### src/rtl/axi_rd_arb2_pkg.sv
// rtl/axi_rd_arb2_pkg.sv - shared constants for the two-requester AXI read arbiter
package axi_rd_arb2_pkg;

  localparam logic [1:0] ST_IDLE = 2'd0;
  localparam logic [1:0] ST_ADDR = 2'd1;
  localparam logic [1:0] ST_DATA = 2'd2;

  localparam logic [1:0] BURST_FIXED = 2'b00;
  localparam logic [1:0] BURST_INCR  = 2'b01;

  localparam logic [1:0] RESP_OKAY = 2'b00;

  localparam int BEAT_W = 8;

endpackage

### src/rtl/axi_rd_arb2_rr.sv
// rtl/axi_rd_arb2_rr.sv - combinational 2-way round-robin picker
module rr_arb2 (
  input  logic [1:0] i_req,
  input  logic       i_rr_last,
  output logic       o_gnt,
  output logic       o_gnt_vld
);

  // On a tie the requester that was not served last wins.
  assign o_gnt     = (i_req == 2'b11) ? ~i_rr_last : i_req[1];
  assign o_gnt_vld = |i_req;

endmodule

### src/rtl/gen_dffren.sv
// rtl/gen_dffren.sv - D flop with enable and asynchronous active-low reset
module gen_dffren #(
  parameter int            W       = 1,
  parameter logic [W-1:0]  RST_VAL = '0
) (
  input  logic         i_clk,
  input  logic         i_rst_n,
  input  logic         i_en,
  input  logic [W-1:0] i_d,
  output logic [W-1:0] o_q
);

  always_ff @(posedge i_clk or negedge i_rst_n) begin
    if (!i_rst_n) begin
      o_q <= RST_VAL;
    end else if (i_en) begin
      o_q <= i_d;
    end
  end

endmodule

### src/rtl/gen_rsffr.sv
// rtl/gen_rsffr.sv - set/clear flop (set dominant) with asynchronous active-low reset
module gen_rsffr (
  input  logic i_clk,
  input  logic i_rst_n,
  input  logic i_set,
  input  logic i_clr,
  output logic o_q
);

  always_ff @(posedge i_clk or negedge i_rst_n) begin
    if (!i_rst_n) begin
      o_q <= 1'b0;
    end else if (i_set) begin
      o_q <= 1'b1;
    end else if (i_clr) begin
      o_q <= 1'b0;
    end
  end

endmodule

### src/rtl/axi_rd_arb2.sv
// rtl/axi_rd_arb2.sv - shares one AXI read port (AR/R) between two masters,
// one burst at a time, round-robin grant.
module axi_rd_arb2
  import axi_rd_arb2_pkg::*;
#(
  parameter int DW = 64,
  parameter int AW = 32
) (
  input  logic          CLK,
  input  logic          RSTn,
  input  logic [AW-1:0] S0_ARADDR,
  input  logic [7:0]    S0_ARLEN,
  input  logic [2:0]    S0_ARSIZE,
  input  logic [1:0]    S0_ARBURST,
  input  logic          S0_ARVALID,
  output logic          S0_ARREADY,
  output logic [DW-1:0] S0_RDATA,
  output logic [1:0]    S0_RRESP,
  output logic          S0_RLAST,
  output logic          S0_RVALID,
  input  logic          S0_RREADY,
  input  logic [AW-1:0] S1_ARADDR,
  input  logic [7:0]    S1_ARLEN,
  input  logic [2:0]    S1_ARSIZE,
  input  logic [1:0]    S1_ARBURST,
  input  logic          S1_ARVALID,
  output logic          S1_ARREADY,
  output logic [DW-1:0] S1_RDATA,
  output logic [1:0]    S1_RRESP,
  output logic          S1_RLAST,
  output logic          S1_RVALID,
  input  logic          S1_RREADY,
  output logic [AW-1:0] M_ARADDR,
  output logic [7:0]    M_ARLEN,
  output logic [2:0]    M_ARSIZE,
  output logic [1:0]    M_ARBURST,
  output logic          M_ARVALID,
  input  logic          M_ARREADY,
  input  logic [DW-1:0] M_RDATA,
  input  logic [1:0]    M_RRESP,
  input  logic          M_RLAST,
  input  logic          M_RVALID,
  output logic          M_RREADY
);

  logic [1:0]        r_state;
  logic [1:0]        w_state_nxt;
  logic              r_grant;
  logic              r_rr_last;
  logic [BEAT_W-1:0] r_beat_cnt;
  logic [BEAT_W-1:0] r_len_q;
  logic [AW-1:0]     r_araddr;
  logic [2:0]        r_arsize;
  logic [1:0]        r_arburst;
  logic              err_q;

  logic [1:0]        w_req;
  logic              w_gnt;
  logic              w_gnt_vld;
  logic              w_in_idle;
  logic              w_in_addr;
  logic              w_in_data;
  logic              w_latch;
  logic              w_ar_hs;
  logic              w_r_hs;
  logic              w_last_hs;
  logic              w_len_err;
  logic              w_sel_rready;
  logic [AW-1:0]     w_sel_araddr;
  logic [7:0]        w_sel_arlen;
  logic [2:0]        w_sel_arsize;
  logic [1:0]        w_sel_arburst;
  logic              w_cnt_en;
  logic [BEAT_W-1:0] w_cnt_d;

  assign w_req = {S1_ARVALID, S0_ARVALID};

  rr_arb2 u_rr_arb2 (
    .i_req     (w_req),
    .i_rr_last (r_rr_last),
    .o_gnt     (w_gnt),
    .o_gnt_vld (w_gnt_vld)
  );

  assign w_in_idle = (r_state == ST_IDLE);
  assign w_in_addr = (r_state == ST_ADDR);
  assign w_in_data = (r_state == ST_DATA);

  assign w_sel_araddr  = w_gnt ? S1_ARADDR  : S0_ARADDR;
  assign w_sel_arlen   = w_gnt ? S1_ARLEN   : S0_ARLEN;
  assign w_sel_arsize  = w_gnt ? S1_ARSIZE  : S0_ARSIZE;
  assign w_sel_arburst = w_gnt ? S1_ARBURST : S0_ARBURST;
  assign w_sel_rready  = r_grant ? S1_RREADY : S0_RREADY;

  assign w_latch   = w_in_idle & w_gnt_vld;
  assign w_ar_hs   = w_in_addr & M_ARREADY;
  assign w_r_hs    = w_in_data & M_RVALID & w_sel_rready;
  assign w_last_hs = w_r_hs & M_RLAST;
  // RLAST still ends the burst; a disagreement with ARLEN is only recorded.
  assign w_len_err = w_r_hs & ((r_beat_cnt == r_len_q) != M_RLAST);

  assign w_cnt_en = w_ar_hs | w_r_hs;
  assign w_cnt_d  = w_ar_hs ? '0 : r_beat_cnt + 8'd1;

  gen_dffren #(.W(2), .RST_VAL(ST_IDLE)) u_state (
    .i_clk(CLK), .i_rst_n(RSTn), .i_en(1'b1), .i_d(w_state_nxt), .o_q(r_state)
  );

  gen_dffren #(.W(1), .RST_VAL(1'b0)) u_grant (
    .i_clk(CLK), .i_rst_n(RSTn), .i_en(w_latch), .i_d(w_gnt), .o_q(r_grant)
  );

  gen_dffren #(.W(1), .RST_VAL(1'b1)) u_rr_last (
    .i_clk(CLK), .i_rst_n(RSTn), .i_en(w_last_hs), .i_d(r_grant), .o_q(r_rr_last)
  );

  gen_dffren #(.W(BEAT_W), .RST_VAL('0)) u_len_q (
    .i_clk(CLK), .i_rst_n(RSTn), .i_en(w_latch), .i_d(w_sel_arlen), .o_q(r_len_q)
  );

  gen_dffren #(.W(BEAT_W), .RST_VAL('0)) u_beat_cnt (
    .i_clk(CLK), .i_rst_n(RSTn), .i_en(w_cnt_en), .i_d(w_cnt_d), .o_q(r_beat_cnt)
  );

  gen_dffren #(.W(AW + 5), .RST_VAL('0)) u_ar_payload (
    .i_clk(CLK), .i_rst_n(RSTn), .i_en(w_latch),
    .i_d({w_sel_araddr, w_sel_arsize, w_sel_arburst}),
    .o_q({r_araddr, r_arsize, r_arburst})
  );

  gen_rsffr u_err (
    .i_clk(CLK), .i_rst_n(RSTn), .i_set(w_len_err), .i_clr(1'b0), .o_q(err_q)
  );

  always_comb begin
    w_state_nxt = r_state;
    case (r_state)
      ST_IDLE: if (w_gnt_vld) w_state_nxt = ST_ADDR;
      ST_ADDR: if (M_ARREADY) w_state_nxt = ST_DATA;
      ST_DATA: if (w_last_hs) w_state_nxt = ST_IDLE;
      default: w_state_nxt = ST_IDLE;
    endcase
  end

  always_comb begin
    M_ARVALID  = 1'b0;
    M_ARADDR   = '0;
    M_ARLEN    = '0;
    M_ARSIZE   = '0;
    M_ARBURST  = '0;
    M_RREADY   = 1'b0;
    S0_ARREADY = 1'b0;
    S1_ARREADY = 1'b0;
    S0_RVALID  = 1'b0;
    S0_RDATA   = '0;
    S0_RRESP   = '0;
    S0_RLAST   = 1'b0;
    S1_RVALID  = 1'b0;
    S1_RDATA   = '0;
    S1_RRESP   = '0;
    S1_RLAST   = 1'b0;
    if (w_in_addr) begin
      M_ARVALID  = 1'b1;
      M_ARADDR   = r_araddr;
      M_ARLEN    = r_len_q;
      M_ARSIZE   = r_arsize;
      M_ARBURST  = r_arburst;
      S0_ARREADY = M_ARREADY & ~r_grant;
      S1_ARREADY = M_ARREADY & r_grant;
    end
    if (w_in_data) begin
      M_RREADY = w_sel_rready;
      if (r_grant) begin
        S1_RVALID = M_RVALID;
        S1_RDATA  = M_RDATA;
        S1_RRESP  = M_RRESP;
        S1_RLAST  = M_RLAST;
      end else begin
        S0_RVALID = M_RVALID;
        S0_RDATA  = M_RDATA;
        S0_RRESP  = M_RRESP;
        S0_RLAST  = M_RLAST;
      end
    end
  end

endmodule

### config.mk
export PLATFORM = sky130hd
export DESIGN_NAME = axi_rd_arb2
export DESIGN_NICKNAME = d
export VERILOG_FILES = /design/src/rtl/axi_rd_arb2_pkg.sv /design/src/rtl/axi_rd_arb2_rr.sv /design/src/rtl/gen_dffren.sv /design/src/rtl/gen_rsffr.sv /design/src/rtl/axi_rd_arb2.sv
export SDC_FILE = /design/constraint.sdc
export NUM_CORES = 1
export LEC_CHECK = 0
export ABC_AREA = 1
export CORE_AREA = 2 2 135 137
export DETAILED_ROUTE_END_ITERATION = 8
export DIE_AREA = 0 0 137 139
export GPL_TIMING_DRIVEN = 0
export SLEW_MARGIN = 20
export SYNTH_ARGS = -nofsm -noshare
export SYNTH_HDL_FRONTEND = slang
export SYNTH_SLANG_ARGS = --single-unit
### constraint.sdc
create_clock -name CLK -period 2.66 [get_ports CLK]
set_input_delay 0.532 -clock CLK [delete_from_list [all_inputs] [get_ports CLK]]
set_output_delay 0.532 -clock CLK [all_outputs]
set_load 0.1 [all_outputs]
Yosys cells after proc, flatten, opt, wreduce, memory -nomap -nowiden. Index checks and enable logic that the tools add are counted.

Reductions and logical operators: 3. Multiplexer cells: 34. Eq/ne operators: 6. Bitwise operators: 8.

Operators by type and width (count): $mux W64 (4); $mux W32 (2); $mux W2 (9); $mux W8 (2); $mux W1 (14); $and A1 B1 Y1 (6); $mux W3 (2); $pmux W2 S3 (1); $eq A2 B2 Y1 const B (2); $ne A2 B2 Y1 const B (2); $reduce_and A3 Y1 (1); $eq A2 B1 Y1 const B (1); $logic_not A2 Y1 (1); $ne A2 B1 Y1 const B (1); $not A1 Y1 (2); $reduce_or A2 Y1 (1).

Word-level logic and storage cells: 56. Bits in registers: 49. Output and inout bits: 185. Input port bits: 165.

Longest topological paths before layout. Gate-level depths: netlist of run 1.

Word-level depth: 6. Depth in mapped cells: 7. Gate-level depth less buffers: 6.

Cells and area by module. From an unflattened synthesis of run 1, not the netlist that was laid out.

Cell total of the unflattened synthesis: 602. Area total of the unflattened synthesis: 3833.7 µm².

By module, submodules not included: axi_rd_arb2 (area each 1941.9 µm², cells each 390, times used 1); gen_dffren (u_ar_payload) (area each 1413.9 µm², cells each 156, times used 1); gen_dffren (u_len_q) (area each 305.3 µm², cells each 34, times used 1); gen_dffren (u_state) (area each 76.3 µm², cells each 9, times used 1); gen_dffren (u_rr_last) (area each 41.3 µm², cells each 5, times used 1); gen_dffren (u_grant) (area each 40.0 µm², cells each 5, times used 1); rr_arb2 (area each 15.0 µm², cells each 3, times used 1).

Worst setup path before layout of run 1. No wires, ideal clock.

Path kind: register -> output. Start: register u_state.o_q[1]. End: output S0_ARREADY. Data arrival time: 2.593 ns. Cell stages (with the launch flop): 6. Path slack: -0.465 ns. Data required time: 2.128 ns. Buffers on the path: 0. Cell sequence: dfrtp_1 inv_1 nand2_1 inv_1 nand2_1 nor2_1.

Longest elaborated chain between the ends: 2.

RTL lines: from (decl) (RTL line gen_dffren.sv:10) `output logic [W-1:0] o_q`; from (signal assigned) (RTL line gen_dffren.sv:17) `o_q <= i_d;`; $eq A2 B1 Y1 (RTL line axi_rd_arb2.sv:86) `assign w_in_addr = (r_state == ST_ADDR);`; $mux W1 (RTL line axi_rd_arb2.sv:162) `if (w_in_addr) begin`; to (decl) (RTL line axi_rd_arb2.sv:16) `output logic S0_ARREADY,`.

Every way passes these cells.

Worst setup path in the final report of run 1.
Start: register u_grant.o_q. End: output S0_RDATA[62].

Longest elaborated chain between the ends: 2.

RTL lines: from (decl) (RTL line gen_dffren.sv:10); from (signal assigned) (RTL line gen_dffren.sv:17); $mux W64 (RTL line axi_rd_arb2.sv:173) `if (r_grant) begin`; $mux W64 (RTL line axi_rd_arb2.sv:171) `if (w_in_data) begin`; to (decl) (RTL line axi_rd_arb2.sv:17) `output logic [DW-1:0] S0_RDATA,`.

Every way passes these cells.

==> results of run 1 <==
-- layout make-up --
type	instances	area, µm²
Antenna cell	1	2.50
Buffer	41	283
Clock buffer	6	139
Clock inverter	2	17.5
Fill cell	1896	9470
Inverter	122	458
Multi-Input combinational cell	477	2090
Sequential cell	49	1230
Tap cell	229	287
Timing Repair Buffer	349	3680
-- cells by family after synthesis --
group	after synthesis	synth area share, %
flops	49	30.9
buf+inv	163	18.6
compound gates	5	0.849
simple gates	472	49.7
-- cells in the final DEF, fill, tap and decap left out --
cell type and n:
clkdlybuf4s15_1 1, nor2_4 10, buf_4 7, nand2_1 233
clkdlybuf4s18_2 3, nand2_4 1, inv_2 3, buf_2 28
nand2_2 4, inv_6 1, buf_6 10, dfrtp_1 48
nor2_1 124, dlymetal6s2s_1 1, o21ai_2 1, dlygate4sd2_1 4
diode_2 1, o21bai_1 2, clkbuf_8 1, inv_1 119
clkbuf_16 5, dfstp_2 1, nand4_1 1, clkdlybuf4s50_1 163
clkdlybuf4s15_2 172, nand3_1 47, o21ai_0 2, clkbuf_2 1
clkinv_4 1, nor2_2 52
-- worst paths after layout --
| check | depth (start not counted) | slack (ps) | to | startpoint |
|---|---|---|---|---|
| worst max-delay path | 6 | 110 | S0_RDATA[62] | u_grant.o_q$_DFFE_PN0P_ |
| worst min-delay path | 1 | 270 | u_ar_payload.o_q[10]$_DFFE_PN0P_ | RSTn |
| worst max register to register | 7 | 1160 | u_ar_payload.o_q[23]$_DFFE_PN0P_ | u_rr_last.o_q$_DFFE_PN1P_ |
| worst min register to register | 2 | 480 | u_ar_payload.o_q[32]$_DFFE_PN0P_ | u_ar_payload.o_q[32]$_DFFE_PN0P_ |
| max in group asynchronous | 1 | 1950 | u_grant.o_q$_DFFE_PN0P_ | RSTn |
| min in group CLK | 2 | 480 | u_ar_payload.o_q[32]$_DFFE_PN0P_ | u_ar_payload.o_q[32]$_DFFE_PN0P_ |
-- flip-flops by register name, summed over array words and instances, names as in the netlist --
| signal | cells |
|---|---|
| u_ar_payload.o_q | 37 |
| u_grant.o_q | 1 |
| u_len_q.o_q | 8 |
| u_rr_last.o_q | 1 |
| u_state.o_q | 2 |
-- through the flow --
stage / area [µm²] / hold slack [ps]
6_report: 8190 / 267
3_5_place_dp: 7830 / 465
5_1_grt: 8190 / 319
3_3_place_gp: 7840 / 462
2_1_floorplan: 4060 / 236
4_1_cts: 8200 / 294
-- per-layer routing --
layer  track usage, %  up-vias
li1                 -     2678
met4             6.08        0
met3             6.87       22
met5                0        -
met1             22.7     2306
met2             35.8      216
-- synthesized netlist by cell type --
| cell | count | area, µm² |
|---|---|---|
| buf_6 | 10 | 113 |
| o21bai_1 | 2 | 15.0 |
| nand4_1 | 1 | 6.26 |
| nand2_4 | 1 | 11.3 |
| o21ai_2 | 1 | 8.76 |
| inv_1 | 119 | 447 |
| nand3_1 | 47 | 235 |
| nand2_2 | 4 | 25.0 |
| nand2_1 | 233 | 875 |
| o21ai_0 | 2 | 10.0 |
| nor2_4 | 10 | 113 |
| inv_2 | 3 | 11.3 |
| buf_2 | 25 | 125 |
| dfrtp_1 | 48 | 1200 |
| buf_4 | 6 | 45.0 |
| dfstp_2 | 1 | 26.3 |
| nor2_1 | 156 | 586 |
| nor2_2 | 20 | 125 |
-- where the power goes --
group / internal (mW) / switching (mW) / leakage [nW] / total [mW]
clock network: 0.380 / 0.304 / 0.0775 / 0.684
logic: 1.52 / 5.55 / 3.33 / 7.07
registers: 1.10 / 0.199 / 0.609 / 1.30
total: 3.00 / 6.05 / 4.02 / 9.05
-- timing repair --
action,4_1_cts,5_1_grt
pin swaps,0,0
cloned,0,0
gates resized for setup,535,8
endpoints found under the setup margin,182,7
==> summary.md, run 1 <==
| Metric | Value |
|---|---|
| Detailed placer's ending HPWL | `16700 µm` |
| Worst path bufs/invs | `4` |
| Core Util, Final | `between 40% and 50%` |
| Core area | `around 0.018 mm²` |
| Via density | `around 4.1` |
| TritonRoute pass-1 iters | `7` |
| Final setup vio count | `0` |
| Hold Crit Class | `input pin to async pin` |
| Post-synthesis cell count | `689` |
| Input/output buffers | `~350` |
| Crit path cell chain | `inv_2 > nand2_2 > buf_6 > buf_6 > nor2_2 > clkdlybuf4s18_2` |
| Clk slew on worst S/H paths | `70 ps` |
| Crit end category | `output pin` |
| Ports | `350` |
| Syn_nets | `~850` |
| Routed len/inst | `around 16 µm` |
| DR WL met2 | `~9800 µm` |
| First-pass GRT wire length | `29200 µm` |
| CP Launch Type | `register` |
| Fin cells | `roughly 1300` |
| Die Wd | `approximately 140 µm` |
| RSZ-0062 raised after global routing | `false` |
| Critical-path maximum fanout | `10` |
| Root buffer cell | `clkbuf_16` |
| Total Power | `just over 9 mW` |
| Met3 routed wirelength | `2070 µm` |
| Max incr delay on CP | `about 600 ps` |
| Clk buf depth | `2` |
| CTS buffer count | `5` |
| Starting Density | `~23%` |
| H-tree Lvls | `2` |
| Initial antenna violation count | `1` |
| Residual DRC count | `0` |
| Routability cong. | `0.819` |
| Final worst path period need | `about 2500 ps` |
| Total GRT Usage | `20.2%` |
| F_max | `about 390 MHz` |
| Arrival @ worst endpoint | `around 2000 ps` |
| Layout area overhead | `106%` |
| Final net count | `1210` |
| Synth cell types | `18` |
| Worst Setup Slack, final | `111 ps` |
| Largest delay share family, worst path | `buffers and inverters` |
| Number of clock sinks | `a little under 50` |
| Placed Cells | `around 1300` |
| CTS Hold Bufs | `0` |
| Top Metal Used | `met4` |
| Max IR drop VDD | `between 0.0004 and 0.0005 V` |
| Worst path required time | `about 2100 ps` |
| Pwr dens | `~1100 mW/mm²` |
| Final setup skew | `12.0 ps` |
| Global route overflow | `0` |
| Post-CTS setup buffers | `0` |
| Iteration-0 DRC Markers | `~150` |
| Setup TNS Final | `0 ps` |
| Relative slew slack | `a little under a third` |
| Die Y | `139 µm` |
| #FFs+latches synth | `about 50` |
| Final period utilization | `95.8%` |
| Seq/Total Area, Yosys | `between 30% and 40%` |
| Full die area | `around 0.019 mm²` |
| Avg Inst Size Synth | `5.77 µm²` |
| Mapped cell area | `a little under 0.004 mm²` |
| Max cap viols | `0` |
| Critical path's slowest cell | `clkdlybuf4s18_2` |
| CP most frequent cell | `buf_6` |
| Wl on met1 | `between 7000 and 8000 µm` |
| Pin count of the biggest net entering global routing | `50` |
| Final Max Tran Viols | `0` |
| Total wire length | `20100 µm` |
| Worst Setup Path Type | `register to output pin` |
| Final ANT Viol Nets | `0` |
| Slew @ Worst Pin | `1030 ps` |
| Share of cells above drive strength 1 | `28.8%` |
| Leakage power total | `4.02 nW` |
| DR vias | `5222` |
| CTS tree | `yes` |
| Pre-CTS setup slack | `-413 ps` |
| FP Rows | `between 40 and 50` |
| Final hold violations | `0` |
| Status | `complete, no violations` |
| Vias in the first global route | `~5000` |
| Clock latency on the worst-skew pair | `about 300 ps` |
| Yosys warns | `0` |
Power figures use the tool's default switching activity.
==> inputs of run 2 (changes only) <==
--- a/config.mk
+++ b/config.mk
@@ -6,9 +6,10 @@
 export NUM_CORES = 1
 export LEC_CHECK = 0
 export ABC_AREA = 1
-export CORE_AREA = 2 2 135 137
+export CORE_AREA = 2 2 134 136
 export DETAILED_ROUTE_END_ITERATION = 8
-export DIE_AREA = 0 0 137 139
+export DIE_AREA = 0 0 136 138
+export DONT_BUFFER_PORTS = 1
 export GPL_TIMING_DRIVEN = 0
 export SLEW_MARGIN = 20
 export SYNTH_ARGS = -nofsm -noshare
==> run 2 against run 1 <==
  * Register-to-register slack worse by 90 ps
  * Critical endpoint is now M_ARBURST[1]
  * Die area down 1.4%
  * Sequential cell count unchanged
  * Non-clock buffer count down 348
  * Routed wire length down 11%
  * Core utilization down 14 points
  * Power down 3.4%
  * The flow now finishes with violations (negative setup slack)
  * Design area down 32%
==> summary.md, run 2 (same netlist as run 1, synthesis figures left out) <==
| Metric | Value |
|---|---|
| DP Area | `0.00465 mm² (-41%)` |
| Final period utilization | `107% (+11 points)` |
| Critical path's slowest cell | `nor2_2` |
| Input/output buffers | `0 (-100%)` |
| Total GRT Usage | `17.5% (-2.7 points)` |
| Crit path cell chain | `inv_1 > nand2_1 > buf_2 > buf_2 > nor2_2` |
| Pwr dens | `1560 mW/mm² (+41%)` |
| Relative slew slack | `24.3% (-7.1 points)` |
| Clk pwr share | `7.1% (-0.5 points)` |
| Routed len/inst | `19.3 µm (+23%)` |
| Layout area overhead | `41.0%` |
| Via density | `4.45 (+8.8%)` |
| Crit path from | `u_state.o_q[1]$_DFFE_PN0P_` |
| First-pass GRT wire length | `24500 µm (-16%)` |
| H-tree Lvls | `2 (unchanged)` |
| CTS tree | `yes` |
| Placed Cells | `918 (-28%)` |
| Largest delay share family, worst path | `simple AND/OR/NAND/NOR gates` |
| Die Y | `138 µm (-0.72%)` |
| F_max | `352 MHz (-10%)` |
| Residual DRC count | `0 (unchanged)` |
| Reg2Reg Depth | `5 (-2)` |
| CTS buffer count | `5 (unchanged)` |
| Net switching power | `6.41 mW (+6.0%)` |
| Switching share of power | `73.3% (+6.5 points)` |
| Total Power | `8.75 mW (-3.4%)` |
| Post-route design area | `0.00561 mm² (-32%)` |
| Number of inserted diodes | `0 (-1)` |
| RSZ-0062 raised after global routing | `true` |
| FP Rows | `49 (unchanged)` |
| Slew @ Worst Pin | `1130 ps (+106 ps)` |
| DR vias | `4127 (-21%)` |
| Clock latency on the worst-skew pair | `290 ps (about the same)` |
| Die Wd | `136 µm (-0.73%)` |
| CP most frequent cell | `buf_2` |
| Final setup skew | `4.89 ps (-7.16 ps)` |
| Sequential Power Share | `15.0% (+0.6 points)` |
| Max reg flops | `37 (unchanged)` |
| Core Util, Final | `32.0% (-14 points)` |
| Leakage power total | `2.66 nW (-34%)` |
| Levels on crit path | `5 (-1)` |
| Full die area | `0.0188 mm² (-1.4%)` |
| Internal power | `2.33 mW (-22%)` |
| Clk buf depth | `2 (unchanged)` |
| Number of clock sinks | `49 (unchanged)` |
| Hold Crit Class | `input pin to async pin` |
| Fin Hold WS | `84.3 ps (-182 ps)` |
| Failing checks | `negative setup slack` |
| CP Launch Type | `register` |
| Ports | `350 (unchanged)` |
| Global route overflow | `0 (unchanged)` |
| Flop2flop setup slack | `1070 ps (-90 ps)` |
| Arrival @ worst endpoint | `2310 ps (+290 ps)` |
| Final ANT Viol Nets | `0 (unchanged)` |
| R2R Path Start | `u_state.o_q[1]$_DFFE_PN0P_` |
| TritonRoute pass-1 iters | `4 (-3)` |
| Pin count of the biggest net entering global routing | `49 (-2.0%)` |
| Crit end category | `output pin` |
| Total wire length | `17900 µm (-11%)` |
| Starting Density | `22.7% (+0.16 points)` |
| Max incr delay on CP | `910 ps (+310 ps)` |
| Filler Cells Inserted | `1908 (+0.63%)` |
| Share of cells above drive strength 1 | `35.0% (+6.2 points)` |
| Worst path required time | `2130 ps (about the same)` |
| Iteration-0 DRC Markers | `134 (-12%)` |
| Root buffer cell | `clkbuf_16` |
| Worst reg2reg path endpoint | `u_state.o_q[1]$_DFFE_PN0P_` |
| Max cap viols | `0 (unchanged)` |
| Crit path capture | `M_ARBURST[1]` |
| Commonest non-fill, non-tap cell in the layout | `nand2_1` |
| Final net count | `862 (-29%)` |
| Vias in the first global route | `3985 (-20%)` |
| Fin cells | `927 (-27%)` |
| Routability cong. | `0.781 (-4.7%)` |
| Setup TNS Final | `-1720 ps (-1720 ps)` |
| Critical-path maximum fanout | `10 (unchanged)` |
| Status | `complete, but fails checks` |
| Worst Setup Slack, final | `-178 ps (-289 ps)` |
| Final worst path period need | `2840 ps (+289 ps)` |
| Initial antenna violation count | `0 (-1)` |
| Final setup vio count | `11 (+11)` |
| Clk slew on worst S/H paths | `60 ps (about the same)` |
| Final Max Tran Viols | `0 (unchanged)` |
| Worst path bufs/invs | `3 (-1)` |
| Core area | `0.0175 mm² (-0.69%)` |
| Detailed placer's ending HPWL | `14200 µm (-15%)` |
| Max IR drop VDD | `0.000640 V (+28%)` |
| Final hold violations | `0 (unchanged)` |
| Top Registers | `u_ar_payload.o_q: 37 flops, u_len_q.o_q: 8 flops, u_state.o_q: 2 flops` |
| Worst Setup Path Type | `register to output pin` |
| Most frequent cells in the layout | `232 x nand2_1, 166 x nor2_4, 118 x inv_1` |
| Register bank with the most flops | `u_ar_payload.o_q` |
| Combinational group share of total power | `77.9% (-0.2 points)` |
| Pre-CTS setup slack | `-390 ps (+23.1 ps)` |
==> run 2: cell types whose count changed in the layout (fill, tap and decap cells not counted), sizes merged <==
| cell | delta |
|---|---|
| clkdlybuf4s15 | -173 |
| clkdlybuf4s50 | -163 |
| dlygate4sd2 | -4 |
| buf | -3 |
| clkdlybuf4s18 | -3 |
| inv | -2 |
| clkinvlp | +1 |
| diode | -1 |
| dlymetal6s2s | -1 |
==> run 2: routing by layer <==
layer	GRT usage, %	vias to the layer above	part of all wire [%]
met1	17.0	1919	34
met5	0	-	0
met2	34.8	206	55
met3	5.90	18	9.0
li1	-	1984	-
met4	3.84	0	1.5
==> run 2: power by group through the flow <==
stage,clock (mW),combinational [mW],sequential [mW]
final,0.623,6.82,1.31
after global placement,0,6.01,1.31
after floorplan,0,5.45,1.26
after CTS,0.651,6.70,1.31
after detailed placement,0,6.30,1.31
after global routing,0.689,7.14,1.35
==> run 2: layout make-up <==
cell class              count  area, µm²  area share [%]
clock buffers               7        133            2.37
multi-input cells         477       3180            56.8
flip-flops and latches     49       1230            21.9
inverters                 122        462            8.23
clock inverters             1       5.00          0.0893
plain buffers              41        283            5.04
repair buffers              1       27.5           0.491
well taps                 229        287            5.11
==> run 2: worst min path at each step <==
stage	endpoint	slack, ps	cells after the start
final	u_rr_last.o_q$_DFFE_PN1P_	80	0
after global routing	u_rr_last.o_q$_DFFE_PN1P_	60	0
after CTS	u_rr_last.o_q$_DFFE_PN1P_	70	0
after detailed placement	u_ar_payload.o_q[5]$_DFFE_PN0P_	240	0
after global placement	u_ar_payload.o_q[5]$_DFFE_PN0P_	240	0
after floorplan	u_ar_payload.o_q[0]$_DFFE_PN0P_	240	0
==> run 2: worst reg2reg max path, delay by kind of cell (launching register included) <==
family | cells | cell delay [ps]
simple gates | 3 | 490
flops | 1 | 430
buf+inv | 2 | 550
==> run 2: timing repair <==
action                                  in CTS  in global routing
hold endpoints to repair                    48                  0
hold buffers                                 1                  0
buffers inserted                             0                  0
endpoints found under the setup margin     108                 67
resized for setup                          100                 59
pin swaps                                    1                  2
==> inputs of run 3 (changes only) <==
--- a/config.mk
+++ b/config.mk
@@ -6,10 +6,9 @@
 export NUM_CORES = 1
 export LEC_CHECK = 0
 export ABC_AREA = 1
-export CORE_AREA = 2 2 134 136
+export CORE_AREA = 2 2 135 137
 export DETAILED_ROUTE_END_ITERATION = 8
-export DIE_AREA = 0 0 136 138
-export DONT_BUFFER_PORTS = 1
+export DIE_AREA = 0 0 137 139
 export GPL_TIMING_DRIVEN = 0
 export SLEW_MARGIN = 20
 export SYNTH_ARGS = -nofsm -noshare
==> results of run 3 <==
No change in the layout: final DEF, timing and power equal those of run 1.
